[config.mk]
export PLATFORM = sky130hd
export DESIGN_NAME = tx_msg_streamer
export DESIGN_NICKNAME = d
export VERILOG_FILES = /design/src/rtl/tx_msg_streamer.sv
export SDC_FILE = /design/constraint.sdc
export NUM_CORES = 1
export LEC_CHECK = 0
export BUFFER_PORTS_ARGS = -buffer_cell sky130_fd_sc_hd__buf_4
export CAP_MARGIN = 20
export CORE_UTILIZATION = 56
export CTS_BUF_LIST = sky130_fd_sc_hd__clkbuf_8
export CTS_CLUSTER_DIAMETER = 50
export DETAILED_ROUTE_END_ITERATION = 7
export PLACE_DENSITY = 0.83
export RECOVER_POWER = 100
export SYNTH_ARGS = -nofsm -noshare
export SYNTH_HDL_FRONTEND = slang
export SYNTH_SLANG_ARGS = --single-unit
[constraint.sdc]
create_clock -name clk -period 2.3 [get_ports clk]
set_input_delay 0.46 -clock clk [delete_from_list [all_inputs] [get_ports clk]]
set_output_delay 0.46 -clock clk [all_outputs]
set_load 0.1 [all_outputs]
[src/rtl/tx_msg_streamer.sv]
// Streams "current state:<label>  rate:<digits>\n" as ASCII bytes to a UART.
// The rate is converted to BCD serially (one bit per cycle) before sending starts.
module tx_msg_streamer #(
  parameter int RATE_W      = 8,
  parameter int RATE_DIGITS = 3,
  parameter int LABEL_LEN   = 12
) (
  input  logic              clk,
  input  logic              reset,
  input  logic              iSTART,
  input  logic [1:0]        iMODE,
  input  logic [RATE_W-1:0] iRATE,
  input  logic              iFINISH,
  output logic [7:0]        oTX_DATA,
  output logic              oTX_VALID,
  input  logic              iTX_READY,
  output logic              oBUSY,
  output logic              oDONE
);

  localparam int MSG_LEN = 22 + LABEL_LEN + RATE_DIGITS;
  localparam int IDX_W   = $clog2(MSG_LEN);
  localparam int DIG_OFS = 21 + LABEL_LEN;
  localparam int unsigned MAX_RATE = 10**RATE_DIGITS - 1;

  localparam logic [8*14-1:0] PREFIX   = "current state:";
  localparam logic [8*7-1:0]  MID      = "  rate:";
  localparam logic [95:0]     LBL_INIT = "initial     ";
  localparam logic [95:0]     LBL_NORM = "normal      ";
  localparam logic [95:0]     LBL_RATE = "rate control";
  localparam logic [95:0]     LBL_NONE = "            ";

  localparam logic [4:0]       CONV_LAST = 5'(RATE_W - 1);
  localparam logic [IDX_W-1:0] IDX_LAST  = IDX_W'(MSG_LEN - 1);

  typedef enum logic [1:0] {S_IDLE, S_CONV, S_SEND, S_DONE} state_t;

  state_t            state_q, state_d;
  logic [1:0]        mode_q, mode_d;
  logic [RATE_W-1:0] rate_q, rate_d;
  logic              sat_q, sat_d;
  logic [19:0]       bcd_q, bcd_d;
  logic [4:0]        cnt_q, cnt_d;
  logic [IDX_W-1:0]  idx_q, idx_d;

  logic        accept, last;
  logic [19:0] adj;
  logic [95:0] lbl;
  logic [RATE_DIGITS-1:0][7:0] dig_chr;
  logic [MSG_LEN-1:0][7:0]     msg;

  assign accept = iSTART && (iMODE != 2'd3);
  assign last   = (idx_q == IDX_LAST);

  always_ff @(posedge clk or negedge reset) begin
    if (!reset) begin
      state_q <= S_IDLE;
      mode_q  <= '0;
      rate_q  <= '0;
      sat_q   <= 1'b0;
      bcd_q   <= '0;
      cnt_q   <= '0;
      idx_q   <= '0;
    end else begin
      state_q <= state_d;
      mode_q  <= mode_d;
      rate_q  <= rate_d;
      sat_q   <= sat_d;
      bcd_q   <= bcd_d;
      cnt_q   <= cnt_d;
      idx_q   <= idx_d;
    end
  end

  always_comb begin
    state_d = state_q;
    case (state_q)
      S_IDLE:  if (accept) state_d = S_CONV;
      S_CONV:  if (cnt_q == CONV_LAST) state_d = S_SEND;
      S_SEND:  if (iTX_READY && last) state_d = S_DONE;
      default: state_d = S_IDLE;
    endcase
    if (iFINISH) state_d = S_IDLE;
  end

  // Shift-add-3: correct each BCD digit before shifting in the next rate bit.
  for (genvar g = 0; g < 5; g++) begin : g_adj
    assign adj[4*g +: 4] = (bcd_q[4*g +: 4] >= 4'd5) ? bcd_q[4*g +: 4] + 4'd3
                                                     : bcd_q[4*g +: 4];
  end

  always_comb begin
    mode_d = mode_q;
    rate_d = rate_q;
    sat_d  = sat_q;
    bcd_d  = bcd_q;
    cnt_d  = cnt_q;
    idx_d  = idx_q;
    case (state_q)
      S_IDLE: if (accept) begin
        mode_d = iMODE;
        rate_d = iRATE;
        sat_d  = (32'(iRATE) > MAX_RATE);
        bcd_d  = '0;
        cnt_d  = '0;
      end
      S_CONV: begin
        bcd_d = 20'({adj, rate_q[RATE_W-1]});
        rate_d = rate_q << 1;
        cnt_d  = cnt_q + 5'd1;
        idx_d  = '0;
      end
      S_SEND:  if (iTX_READY && !last) idx_d = idx_q + 1'b1;
      default: idx_d = '0;
    endcase
    if (iFINISH) idx_d = '0;
  end

  always_comb begin
    case (mode_q)
      2'd0:    lbl = LBL_INIT;
      2'd1:    lbl = LBL_NORM;
      2'd2:    lbl = LBL_RATE;
      default: lbl = LBL_NONE;
    endcase
  end

  // Digit g is blank only if it and every more-significant digit are zero.
  for (genvar g = 0; g < RATE_DIGITS; g++) begin : g_dig
    logic lead;
    if (g == 0) begin : g_lsd
      assign lead = 1'b1;
    end else begin : g_hi
      assign lead = |bcd_q[4*RATE_DIGITS-1 : 4*g];
    end
    assign dig_chr[g] = sat_q ? 8'h39 : (lead ? {4'h3, bcd_q[4*g +: 4]} : 8'h20);
  end

  for (genvar g = 0; g < 14; g++) begin : g_pre
    assign msg[g] = PREFIX[8*(13-g) +: 8];
  end
  for (genvar g = 0; g < LABEL_LEN; g++) begin : g_lbl
    if (g < 12) begin : g_chr
      assign msg[14+g] = lbl[8*(11-g) +: 8];
    end else begin : g_pad
      assign msg[14+g] = 8'h20;
    end
  end
  for (genvar g = 0; g < 7; g++) begin : g_mid
    assign msg[14+LABEL_LEN+g] = MID[8*(6-g) +: 8];
  end
  for (genvar g = 0; g < RATE_DIGITS; g++) begin : g_rate
    assign msg[DIG_OFS+g] = dig_chr[RATE_DIGITS-1-g];
  end
  assign msg[MSG_LEN-1] = 8'h0A;

  always_comb begin
    oTX_VALID = (state_q == S_SEND);
    oTX_DATA  = oTX_VALID ? msg[idx_q] : 8'hFF;
    oBUSY     = (state_q != S_IDLE);
    oDONE     = (state_q == S_DONE);
  end

endmodule

==> load_flow_metrics.sql, run 1 <==
INSERT INTO impl_metrics (metric_group, metric, value, unit) VALUES
('timing', 'fmax', '348.8', 'MHz'),
('synthesis', 'syn-instance-count', '341', ''),
('timing', 'report.final.slew_viol_count', '36', ''),
('route', 'route.detailed.drc', '0', ''),
('status', 'violations', 'capacitance limit, slew limit, setup timing', ''),
('die', 'die_y', '72.38', 'µm'),
('timing', 'final.setup_skew', '0.01037', 'ns'),
('synthesis', 'post_synth_num_cell_types', '50', ''),
('status', 'status', 'finished, violations left', ''),
('job', 'max-cap-violations', '1', ''),
('worst_setup_path', 'r2r.worst_path.cells', '10', ''),
('worst_setup_path', 'worstSetupEndpoint', 'oTX_DATA[1]', ''),
('die', 'fp.dieArea', '5239', 'µm²'),
('layout', 'layout-drive-gt1-share', '34.13', '%'),
('synthesis', 'synth_top_cell_by_area', 'sky130_fd_sc_hd__dfrtp_1', ''),
('cts', 'clk-insertion-delay-late', '0.30', 'ns'),
('layout', 'n_antenna_cell', '0', ''),
('cts', 'clk_transition_reported_paths', '0.07', 'ns'),
('synthesis', 'syn-mean-instance-area', '8.135', 'µm²'),
('route', 'detail-route-antenna-nets', '0', ''),
('synthesis', 'async_reset_ff_share', '100.0', '%'),
('synthesis', 'synth_seq_cells', '35', ''),
('layout', 'stdcell_count', '483', ''),
('timing', 'report.final.hold_viol_count', '0', ''),
('die', 'io_pins', '26', ''),
('synthesis', 'synth_flop_cell', 'sky130_fd_sc_hd__dfrtp_1', ''),
('synthesis', 'ys_seq_area_share', '31.57', '%'),
('global_route', 'grt_start_max_net_pins', '36', ''),
('cts', 'tritoncts', 'built', ''),
('timing', 'worst_slack', '-0.5667', 'ns'),
('synthesis', 'synthesized_cell_area', '2774', 'µm²'),
('synthesis', 'synth.top_cell.area_share', '31.57', '%'),
('power', 'power', '3.496', 'mW'),
('worst_setup_path', 'worst-path-max-fanout', '4', ''),
('layout', 'final_net_count', '455', ''),
('worst_setup_path', 'timing.critical_path.max_delay_family', 'compound AO/OA/AOI/OAI gates', ''),
('worst_hold_path', 'holdCritPathClass', 'in2reg', ''),
('route', 'wl_per_cell', '18.36', 'µm'),
('route', 'drt-vias-per-instance', '6.352', ''),
('worst_setup_path', 'required', '1.84', 'ns'),
('placement', 'estimated_wirelength_of_the_detail_placed_design', '5.488', 'mm'),
('worst_setup_path', 'rr_endpoint', 'state_q[1]', ''),
('synthesis', 'mappedNetlistNets', '381', ''),
('power', 'powerDensity', '874.3', 'nW/µm²'),
('worst_setup_path', 'worstPathBufferInverterCount', '4', ''),
('timing', 'fin_crit', '2.867', 'ns'),
('timing', 'timing_worst_slew_pin_value', '1.949', 'ns'),
('power', 'leakage', '1.653', 'nW'),
('worst_setup_path', 'cp.depth', '8', ''),
('global_route', 'grt_pass1_wl', '14.00', 'mm'),
('layout', 'final_cell_mix', 'sky130_fd_sc_hd__buf_4 (68), sky130_fd_sc_hd__nand2_1 (39), sky130_fd_sc_hd__o21ai_0 (35), sky130_fd_sc_hd__dfrtp_1 (32), sky130_fd_sc_hd__nor2_1 (26)', ''),
('timing', 'grt_setup_unrepaired', 'yes', ''),
('timing', 'final-setup-viol-count', '6', ''),
('timing', 'post-route-period-util', '124.6', '%'),
('worst_setup_path', 'max_stage_delay', '0.47', 'ns'),
('layout', 'final.fill_count', '264', ''),
('worst_setup_path', 'setup.reg_to_reg.worst_slack', '0', 'ns'),
('die', 'placementRows', '25', ''),
('route', 'routed_wirelength', '8.868', 'mm'),
('global_route', 'number_of_antenna_violations_at_the_first_check_in_global_routing', '0', ''),
('cts', 'cts.root.buffer_cell', 'sky130_fd_sc_hd__clkbuf_8', ''),
('global_route', 'overflow_left_after_global_routing', '0', ''),
('worst_setup_path', 'worstPathCellList', 'buf_4, buf_4, nor2b_1, buf_4, a22oi_1, o221ai_1, a311o_2, buf_12', ''),
('global_route', 'groute.usage.overall', '34.89', '%'),
('route', 'drtPass1Iterations', '5', ''),
('cts', 'ctsHoldBuffers', '0', ''),
('layout', 'flow.area_growth_from_synthesis', '44.16', '%'),
('worst_setup_path', 'crit_slowest_cell', 'sky130_fd_sc_hd__a311o_2', ''),
('cts', 'htree_num_levels', '2', ''),
('layout', 'final_core_util', '84.11', '%'),
('cts', 'clock_tree.buffer_depth', '2', '');
-- Yosys cell counts (2+ instances only) --
master,instances
sky130_fd_sc_hd__a211oi_1,5
sky130_fd_sc_hd__a21oi_1,26
sky130_fd_sc_hd__a22o_1,6
sky130_fd_sc_hd__a311oi_1,2
sky130_fd_sc_hd__a31oi_1,2
sky130_fd_sc_hd__buf_1,5
sky130_fd_sc_hd__buf_2,2
sky130_fd_sc_hd__clkbuf_1,11
sky130_fd_sc_hd__dfrtp_1,35
sky130_fd_sc_hd__ha_1,25
sky130_fd_sc_hd__inv_1,17
sky130_fd_sc_hd__mux2_2,2
sky130_fd_sc_hd__mux2i_1,16
sky130_fd_sc_hd__nand2_1,40
sky130_fd_sc_hd__nand2b_1,5
sky130_fd_sc_hd__nand3_1,12
sky130_fd_sc_hd__nor2_1,27
sky130_fd_sc_hd__nor2b_1,5
sky130_fd_sc_hd__nor3_1,7
sky130_fd_sc_hd__nor3b_1,2
sky130_fd_sc_hd__nor4_1,2
sky130_fd_sc_hd__o211ai_1,3
sky130_fd_sc_hd__o21ai_0,39
sky130_fd_sc_hd__o221ai_1,2
sky130_fd_sc_hd__o2bb2ai_1,2
sky130_fd_sc_hd__o311ai_0,3
sky130_fd_sc_hd__o31ai_1,3
sky130_fd_sc_hd__o41ai_1,2
sky130_fd_sc_hd__or3_1,5
sky130_fd_sc_hd__xnor2_1,8
-- per-stage QoR --
stage	TNS (ns)	area [µm²]	setup WS [ns]	hold slack, ns
2_1_floorplan	-2.232	2940	-0.5771	0.1644
3_3_place_gp	-0.4491	3532	-0.1799	0.4362
3_5_place_dp	-0.8041	3532	-0.2634	0.4429
4_1_cts	-2.071	3921	-0.4664	0.1207
5_1_grt	-3.328	3999	-0.6005	0.3860
6_report	-2.403	3999	-0.5667	0.3770
-- logic make-up (layout without fill, tap and decap cells) --
family	after synthesis	in the layout	share of synthesized area [%]
compound gates	105	105	23.64
xor+xnor	9	9	2.842
fa+ha+maj	25	25	11.28
buf+inv	37	112	5.232
flops	35	35	31.57
mux	18	18	6.585
simple gates	112	112	18.85
-- worst min-delay path by stage --
stage | slack (ns) | end | depth (start not counted) | from
after global placement | 0.44 | bcd_q[6] | 1 | reset
after CTS | 0.12 | bcd_q[6] | 1 | reset
after global routing | 0.39 | state_q[0] | 2 | iFINISH
after floorplan | 0.16 | bcd_q[0] | 0 | reset
after detailed placement | 0.44 | bcd_q[6] | 1 | reset
final | 0.38 | state_q[0] | 2 | iFINISH
-- repair_timing --
item | CTS | global route
setup endpoints to repair | 7 | 10
resized for setup | 44 | 19
gates cloned | 0 | 0
setup buffers | 10 | 2
pin swaps | 12 | 8
-- worst register-to-register path: stages, from the launching register on --
cell                       delay, ns
sky130_fd_sc_hd__dfrtp_2        0.43
sky130_fd_sc_hd__clkinv_2       0.08
sky130_fd_sc_hd__ha_4           0.14
sky130_fd_sc_hd__buf_6          0.10
sky130_fd_sc_hd__nand4b_1       0.14
sky130_fd_sc_hd__buf_4          0.19
sky130_fd_sc_hd__or3b_1         0.39
sky130_fd_sc_hd__a222oi_1       0.31
sky130_fd_sc_hd__buf_4          0.19
sky130_fd_sc_hd__mux2i_1        0.17
sky130_fd_sc_hd__nor2_1         0.05
-- layer usage --
layer	GRT usage, %	share of wire (%)	up-vias
met4	17.86	4.5	0
li1	-	-	1368
met2	56.80	48	175
met1	43.86	39	1474
met3	7.222	8.3	51
met5	0	0	-
-- power breakdown --
part	internal, mW	switching, mW
registers	0.745	0.125
clock network	0.323	0.239
logic	0.848	1.22
total	1.91	1.58
-- sequential cells by signal, summed over array words and instances, names as in the netlist --
signal / count
idx_q: 6
bcd_q: 12
mode_q: 2
state_q: 2
rate_q: 8
cnt_q: 5
-- layout make-up --
| cell class | count | area [µm²] | area share, % |
|---|---|---|---|
| Clock buffer | 5 | 68.82 | 1.721 |
| Clock inverter | 3 | 43.79 | 1.095 |
| Inverter | 18 | 81.33 | 2.034 |
| Multi-Input combinational cell | 269 | 2098 | 52.47 |
| Sequential cell | 35 | 879.6 | 22.00 |
| Tap cell | 67 | 83.83 | 2.096 |
| Timing Repair Buffer | 86 | 743.2 | 18.59 |
No activity file was read; power rests on OpenSTA's default activity.
==> run 2, diff against run 1 <==
--- a/config.mk
+++ b/config.mk
@@ -7,11 +7,11 @@
 export LEC_CHECK = 0
 export BUFFER_PORTS_ARGS = -buffer_cell sky130_fd_sc_hd__buf_4
 export CAP_MARGIN = 20
-export CORE_UTILIZATION = 56
+export CORE_UTILIZATION = 65
 export CTS_BUF_LIST = sky130_fd_sc_hd__clkbuf_8
 export CTS_CLUSTER_DIAMETER = 50
 export DETAILED_ROUTE_END_ITERATION = 7
-export PLACE_DENSITY = 0.83
+export PLACE_DENSITY = 0.9
 export RECOVER_POWER = 100
 export SYNTH_ARGS = -nofsm -noshare
 export SYNTH_HDL_FRONTEND = slang
==> constraint.sdc (replaced) <==
create_clock -name clk -period 3.4 [get_ports clk]
set_input_delay 0.68 -clock clk [delete_from_list [all_inputs] [get_ports clk]]
set_output_delay 0.68 -clock clk [all_outputs]
set_load 0.1 [all_outputs]
==> run 2 against run 1 <==
Effect of this change:
- the flow finishes with violations (capacitance limit, slew limit)
- clock skew about the same
- final cell count is 15% lower
- power shrank 44%
- first-iteration DRC count decreased by 7.6%
- clock power down 20%
- critical path type unchanged
- largest power group unchanged
- highest routed layer unchanged
==> load_flow_metrics.sql, run 2 (synthesis gave the netlist of run 1 again) <==
INSERT INTO impl_metrics (metric_group, metric, value, unit) VALUES
('timing', 'maxSlewHeadroom', '-22.95', '%'),
('layout', 'mostFrequentLayoutCell', 'sky130_fd_sc_hd__nand2_1', ''),
('job', 'max-cap-violations', '1', ''),
('placement', 'estimated_wirelength_of_the_detail_placed_design', '4.798', 'mm'),
('worst_setup_path', 'required', '2.72', 'ns'),
('cts', 'tritoncts', 'built', ''),
('layout', 'flow.area_growth_from_synthesis', '14.89', '%'),
('layout', 'final_core_util', '78.54', '%'),
('layout', 'n_antenna_cell', '0', ''),
('cts', 'cts_inserted_buffers', '5', ''),
('route', 'drt-vias-per-instance', '6.407', ''),
('timing', 'post-route-period-util', '95.95', '%'),
('cts', 'ctsHoldBuffers', '0', ''),
('power', 'vdd.ir_drop.worst', '0.0006292', 'V'),
('worst_setup_path', 'path_class', 'reg2out', ''),
('timing', 'fin_crit', '3.262', 'ns'),
('cts', 'htree_num_levels', '2', ''),
('route', 'routed_wirelength', '6.767', 'mm'),
('route', 'drtPass1Iterations', '5', ''),
('global_route', 'grt_start_max_net_pins', '43', ''),
('timing', 'report.final.slew_viol_count', '36', ''),
('timing', 'timing_worst_slew_pin_value', '1.844', 'ns'),
('worst_setup_path', 'worstPathCellList', 'inv_1, ha_1, or3b_2, nor4b_4, or3_1, a31oi_1, a311o_1, buf_4', ''),
('global_route', 'vias_in_the_first_global_route', '2321', ''),
('power', 'leakage', '1.297', 'nW'),
('die', 'io_pins', '26', ''),
('global_route', 'overflow_left_after_global_routing', '0', ''),
('layout', 'largest_register_ff_count', '12', ''),
('route', 'wl_per_cell', '16.50', 'µm'),
('worst_setup_path', 'worstPathArrival', '2.58', 'ns'),
('timing', 'grt_setup_unrepaired', 'no', ''),
('status', 'status', 'finished, violations left', ''),
('worst_setup_path', 'crit_slowest_cell', 'sky130_fd_sc_hd__or3b_2', ''),
('status', 'violations', 'capacitance limit, slew limit', ''),
('layout', 'layout-drive-gt1-share', '12.50', '%'),
('cts', 'clk_transition_reported_paths', '0.08', 'ns'),
('cts', 'cts_num_sinks', '35', ''),
('timing', 'final.setup_skew', '0.009925', 'ns'),
('worst_setup_path', 'worst_setup_path_start_kind', 'flop', ''),
('global_route', 'groute.usage.overall', '31.90', '%'),
('die', 'die_y', '67.33', 'µm'),
('layout', 'final_net_count', '399', ''),
('power', 'powerDensity', '616.0', 'nW/µm²'),
('timing', 'final-setup-viol-count', '0', ''),
('die', 'placementRows', '23', ''),
('layout', 'final_cell_mix', 'sky130_fd_sc_hd__nand2_1 (40), sky130_fd_sc_hd__o21ai_0 (39), sky130_fd_sc_hd__dfrtp_1 (35), sky130_fd_sc_hd__nor2_1 (27), sky130_fd_sc_hd__a21oi_1 (26)', ''),
('route', 'detail-route-antenna-nets', '0', ''),
('die', 'fp.dieArea', '4533', 'µm²'),
('layout', 'register_ranked_first_by_flip_flop_count', 'bcd_q', ''),
('layout', 'stdcell_count', '410', ''),
('route', 'number_of_drc_markers_after_the_initial_detailed_route_iteration', '402', ''),
('die', 'core_area', '4058', 'µm²'),
('cts', 'clk-insertion-delay-late', '0.29', 'ns'),
('worst_setup_path', 'timing.critical_path.max_delay_family', 'simple AND/OR/NAND/NOR gates', ''),
('worst_setup_path', 'worstPathBufferInverterCount', '2', ''),
('worst_setup_path', 'max_stage_delay', '0.53', 'ns'),
('timing', 'fmax', '306.5', 'MHz'),
('timing', 'report.final.hold_viol_count', '0', ''),
('timing', 'hold_ws', '0.4927', 'ns'),
('placement', 'post-place-cells', '402', ''),
('layout', 'layout_top_registers', 'bcd_q: 12 flops, rate_q: 8 flops, idx_q: 6 flops', ''),
('route', 'route.detailed.drc', '0', ''),
('cts', 'cts.root.buffer_cell', 'sky130_fd_sc_hd__clkbuf_8', ''),
('global_route', 'grt_pass1_wl', '10.75', 'mm'),
('die', 'initial_utilization', '68.36', '%'),
('cts', 'clock_tree.buffer_depth', '2', ''),
('cts', 'cts_setup_buffers', '0', ''),
('route', 'route.vias.total', '2627', ''),
('worst_hold_path', 'holdCritPathClass', 'reg2reg', ''),
('placement', 'number_of_input_and_output_port_buffers_inserted', '25', ''),
('placement', 'gp_routability_congestion', '0.9358', ''),
('die', 'die-width', '67.33', 'µm'),
('worst_setup_path', 'worst-path-max-fanout', '4', ''),
('global_route', 'number_of_antenna_violations_at_the_first_check_in_global_routing', '0', ''),
('worst_setup_path', 'worstSetupEndpointType', 'output pin', ''),
('timing', 'setup_tns', '0', 'ns');
## run 2: through the flow
step | cell area, µm² | total power [mW] | setup slack (ns)
finish | 3187 | 1.963 | 0.1378
CTS | 3194 | 1.974 | 0.003440
global placement | 3058 | 1.478 | 0.4401
detailed placement | 3058 | 1.518 | 0.3234
floorplan | 2823 | 1.296 | -0.1167
global route | 3187 | 2.075 | 0.02416
## run 2: worst paths after layout
path                       startpoint     endpoint  slack, ns  cells past startpoint
setup / recovery             bcd_q[8]  oTX_DATA[1]       0.14                      8
hold / removal              rate_q[3]    rate_q[3]       0.49                      2
setup reg to reg           state_q[1]     cnt_q[3]       0.87                      5
hold reg to reg             rate_q[3]    rate_q[3]       0.49                      2
max in group asynchronous       reset     cnt_q[4]       1.45                      1
min in group asynchronous       reset     bcd_q[7]       0.88                      1
## run 2: worst reg2reg max path: stages, from the launching register on
cell,delay [ns]
sky130_fd_sc_hd__dfrtp_1,0.42
sky130_fd_sc_hd__inv_1,0.09
sky130_fd_sc_hd__ha_1,0.76
sky130_fd_sc_hd__mux2i_4,0.48
sky130_fd_sc_hd__or3_1,0.50
sky130_fd_sc_hd__a21oi_1,0.19
## run 2: metal layers
layer / track usage (%) / vias up / share of wire, %
met4: 13.56 / 0 / 1.6
met5: 0 / - / 0
li1: - / 1254 / -
met2: 48.75 / 109 / 48
met1: 44.23 / 1249 / 46
met3: 5.574 / 15 / 4.5
## run 2: final cells by class
cell class                 count  area (µm²)
inverter                      18       67.56
tap                           50       62.56
sequential                    35       875.8
clock inverter                 3       67.56
timing repair buffer          30       217.7
multi-input combinational    269        1827
fill                         294       870.8
clock buffer                   5       68.82
## run 2: timing repair
action / CTS / global route
endpoints found under the setup margin: 0 / 3
hold endpoints to repair: 0 / 0
resized for setup: 0 / 2
## run 2: power breakdown
group	internal, mW	switching (mW)
Combinational	0.290	0.643
Clock	0.292	0.160
Sequential	0.501	0.0765
Total	1.08	0.879
==> run 3, diff against run 2 <==
--- a/config.mk
+++ b/config.mk
@@ -7,11 +7,13 @@
 export LEC_CHECK = 0
 export BUFFER_PORTS_ARGS = -buffer_cell sky130_fd_sc_hd__buf_4
 export CAP_MARGIN = 20
-export CORE_UTILIZATION = 65
+export CELL_PAD_IN_SITES_DETAIL_PLACEMENT = 2
+export CELL_PAD_IN_SITES_GLOBAL_PLACEMENT = 2
+export CORE_UTILIZATION = 40
 export CTS_BUF_LIST = sky130_fd_sc_hd__clkbuf_8
 export CTS_CLUSTER_DIAMETER = 50
 export DETAILED_ROUTE_END_ITERATION = 7
-export PLACE_DENSITY = 0.9
+export PLACE_DENSITY = 0.92
 export RECOVER_POWER = 100
 export SYNTH_ARGS = -nofsm -noshare
 export SYNTH_HDL_FRONTEND = slang
==> run 3 against run 2 <==
Effect of this change:
- the run still ends with capacitance limit, slew limit left
- critical path depth fell by 1
- final area rose by 2.8%
- die area rose by 60%
- wire length rose by 110%
- via count rose by 19%
- clock power fell by 9.1%
- core utilization fell by 28 points
- critical path type unchanged
- largest cell class unchanged
- highest routed layer unchanged
==> load_flow_metrics.sql, run 3 (synthesis gave the netlist of run 1 again) <==
INSERT INTO impl_metrics (metric_group, metric, value, unit) VALUES
('power', 'power', '2.191', 'mW'),
('cts', 'htree_num_levels', '2', ''),
('timing', 'maxSlewHeadroom', '-40.03', '%'),
('worst_hold_path', 'holdPathEnd', 'rate_q[1]', ''),
('die', 'io_pins', '26', ''),
('cts', 'cts_inserted_buffers', '5', ''),
('cts', 'cts.root.buffer_cell', 'sky130_fd_sc_hd__clkbuf_8', ''),
('layout', 'mostFrequentLayoutCell', 'sky130_fd_sc_hd__nand2_1', ''),
('timing', 'final-setup-viol-count', '0', ''),
('die', 'fp.dieArea', '7272', 'µm²'),
('timing', 'fmax', '299.1', 'MHz'),
('worst_setup_path', 'required', '2.72', 'ns'),
('layout', 'final.fill_count', '693', ''),
('worst_hold_path', 'timing.hold.worst_path_depth', '2', ''),
('timing', 'report.final.hold_viol_count', '0', ''),
('worst_hold_path', 'worst_hold_startpoint', 'rate_q[1]', ''),
('timing', 'report.final.slew_viol_count', '36', ''),
('worst_setup_path', 'max_stage_delay', '0.51', 'ns'),
('global_route', 'groute.usage.overall', '36.74', '%'),
('layout', 'combined_flip_flop_and_latch_cell_area', '877.1', 'µm²'),
('route', 'drtPass1Iterations', '5', ''),
('power', 'vdd.ir_drop.worst', '0.0004260', 'V'),
('global_route', 'grt_pass1_wl', '19.80', 'mm'),
('layout', 'layout_top_registers', 'bcd_q: 12 flops, rate_q: 8 flops, idx_q: 6 flops', ''),
('route', 'number_of_drc_markers_after_the_initial_detailed_route_iteration', '294', ''),
('route', 'route.vias.total', '3123', ''),
('timing', 'timing_worst_slew_pin_value', '2.100', 'ns'),
('layout', 'layout-drive-gt1-share', '15.80', '%'),
('layout', 'final_net_count', '406', ''),
('placement', 'gp_routability_congestion', '0.8877', ''),
('route', 'route.detailed.drc', '0', ''),
('global_route', 'grt_start_max_net_pins', '43', ''),
('die', 'initial_utilization', '42.47', '%'),
('power', 'seq_power_share', '27.9', '%'),
('worst_hold_path', 'holdCritPathClass', 'reg2reg', ''),
('timing', 'fin_crit', '3.344', 'ns'),
('worst_setup_path', 'rr_endpoint', 'bcd_q[3]', ''),
('cts', 'clock_tree.buffer_depth', '2', ''),
('worst_setup_path', 'path_class', 'reg2out', ''),
('worst_setup_path', 'setup.reg_to_reg.worst_slack', '0.33', 'ns'),
('route', 'drt-vias-per-instance', '7.034', ''),
('status', 'violations', 'capacitance limit, slew limit', ''),
('route', 'routed_wirelength', '14.29', 'mm'),
('layout', 'flow.area_growth_from_synthesis', '18.13', '%'),
('layout', 'n_antenna_cell', '0', ''),
('layout', 'largest_register_ff_count', '12', ''),
('placement', 'number_of_input_and_output_port_buffers_inserted', '25', ''),
('layout', 'register_ranked_first_by_flip_flop_count', 'bcd_q', ''),
('worst_setup_path', 'crit_slowest_cell', 'sky130_fd_sc_hd__dfrtp_1', ''),
('power', 'combPwrFrac', '53.4', '%'),
('die', 'die_y', '85.28', 'µm'),
('timing', 'final.setup_skew', '0.01048', 'ns'),
('worst_setup_path', 'crit-reg2reg-launch', 'state_q[1]', ''),
('job', 'max-cap-violations', '1', ''),
('power', 'power_switching_share', '52.48', '%'),
('global_route', 'vias_in_the_first_global_route', '3313', ''),
('route', 'detail-route-antenna-nets', '0', ''),
('cts', 'cts_num_sinks', '35', ''),
('worst_setup_path', 'worst-path-max-fanout', '7', ''),
('cts', 'clk_transition_reported_paths', '0.10', 'ns'),
('worst_setup_path', 'worstPathArrival', '2.66', 'ns'),
('layout', 'multi_input_comb_area', '1844', 'µm²'),
('cts', 'tritoncts', 'built', ''),
('cts', 'clk-insertion-delay-late', '0.30', 'ns'),
('power', 'p_switching', '1.150', 'mW'),
('die', 'core_area', '6531', 'µm²'),
('global_route', 'overflow_left_after_global_routing', '0', ''),
('worst_setup_path', 'worstPathCellList', 'inv_2, ha_2, o21ai_0, a221oi_1, nor3_1, o311ai_2, buf_4', ''),
('worst_setup_path', 'worstSetupEndpointType', 'output pin', ''),
('timing', 'hold_ws', '0.5473', 'ns'),
('power', 'internal_power', '1.041', 'mW'),
('worst_setup_path', 'worst_setup_path_start_kind', 'flop', ''),
('route', 'wl_per_cell', '32.18', 'µm'),
('layout', 'final_cell_mix', 'sky130_fd_sc_hd__nand2_1 (40), sky130_fd_sc_hd__o21ai_0 (39), sky130_fd_sc_hd__dfrtp_1 (34), sky130_fd_sc_hd__nor2_1 (27)', ''),
('power', 'powerDensity', '668.6', 'nW/µm²'),
('power', 'leakage', '1.323', 'nW'),
('timing', 'post-route-period-util', '98.35', '%'),
('status', 'status', 'finished, violations left', ''),
('die', 'die-width', '85.28', 'µm'),
('worst_setup_path', 'r2r.worst_path.cells', '6', ''),
('global_route', 'number_of_antenna_violations_at_the_first_check_in_global_routing', '0', ''),
('placement', 'estimated_wirelength_of_the_detail_placed_design', '7.787', 'mm'),
('die', 'placementRows', '29', ''),
('power', 'clock_power_share', '18.7', '%');
==> run 3: cell count changes in the layout (fill, tap and decap cells not counted), moves of 2 or more <==
cell	change
sky130_fd_sc_hd__ha_2	+4
sky130_fd_sc_hd__clkbuf_1	+2
sky130_fd_sc_hd__buf_4	+5
sky130_fd_sc_hd__buf_6	+3
sky130_fd_sc_hd__inv_2	+2
sky130_fd_sc_hd__ha_1	-4
sky130_fd_sc_hd__inv_1	-2
==> run 3: per-layer routing <==
layer	track usage, %	wire [µm]	up-vias
met3	6.615	863	79
met5	0	0	-
met2	63.86	6930	198
li1	-	-	1267
met1	44.58	5737	1579
met4	16.06	757	0
==> run 3: through the flow <==
step                      area, µm²  cells  setup slack (ns)  util, %  TNS [ns]
after floorplan                2823    341           -0.1167        -   -0.1167
after global placement         3129    434            0.3739    47.91         0
after detailed placement       3129    434            0.2107    47.91         0
after CTS                      3257    442          -0.03341    49.87  -0.03341
after global routing           3277    444         -0.009671    50.17  -0.01514
final                          3277    444           0.05610    50.17         0
==> run 3: layout make-up <==
type / instances / area share [%]
multi-input cells: 269 / 56.28
flip-flops and latches: 35 / 26.77
repair buffers: 37 / 8.515
well taps: 77 / 2.940
clock buffers: 5 / 2.100
inverters: 18 / 2.062
clock inverters: 3 / 1.336
==> run 3: critical path: cells and delay by family, from the launching register on <==
kind                       cells  cell delay, ns
adders and majority gates      1            0.29
AOI/OAI and AO/OA              3            0.83
buffers and inverters          2            0.55
and+or+nand+nor                1            0.19
DFF                            1            0.51
==> run 3: worst max-delay path by stage <==
stage | slack, ns | start | to | cells after the start
after floorplan | -0.12 | idx_q[1] | oTX_DATA[0] | 7
after global placement | 0.37 | bcd_q[8] | oTX_DATA[1] | 8
after detailed placement | 0.21 | bcd_q[8] | oTX_DATA[1] | 8
after CTS | -0.03 | bcd_q[9] | oTX_DATA[1] | 8
after global routing | -0.01 | idx_q[0] | oTX_DATA[0] | 7
final | 0.06 | idx_q[0] | oTX_DATA[0] | 7
==> run 3: power groups by stage <==
stage / logic (mW) / registers (mW) / clock network, mW
5_1_grt: 1.20 / 0.615 / 0.421
3_5_place_dp: 1.03 / 0.596 / 0
6_report: 1.17 / 0.611 / 0.411
4_1_cts: 1.10 / 0.599 / 0.407
2_1_floorplan: 0.732 / 0.564 / 0
3_3_place_gp: 0.947 / 0.580 / 0
==> run 3: what timing repair did <==
| action | 4_1_cts | 5_1_grt |
|---|---|---|
| setup endpoints to repair | 5 | 4 |
| setup buffers | 0 | 1 |
| pin swaps | 0 | 1 |
| gates resized for setup | 4 | 11 |
| hold buffers | 0 | 0 |
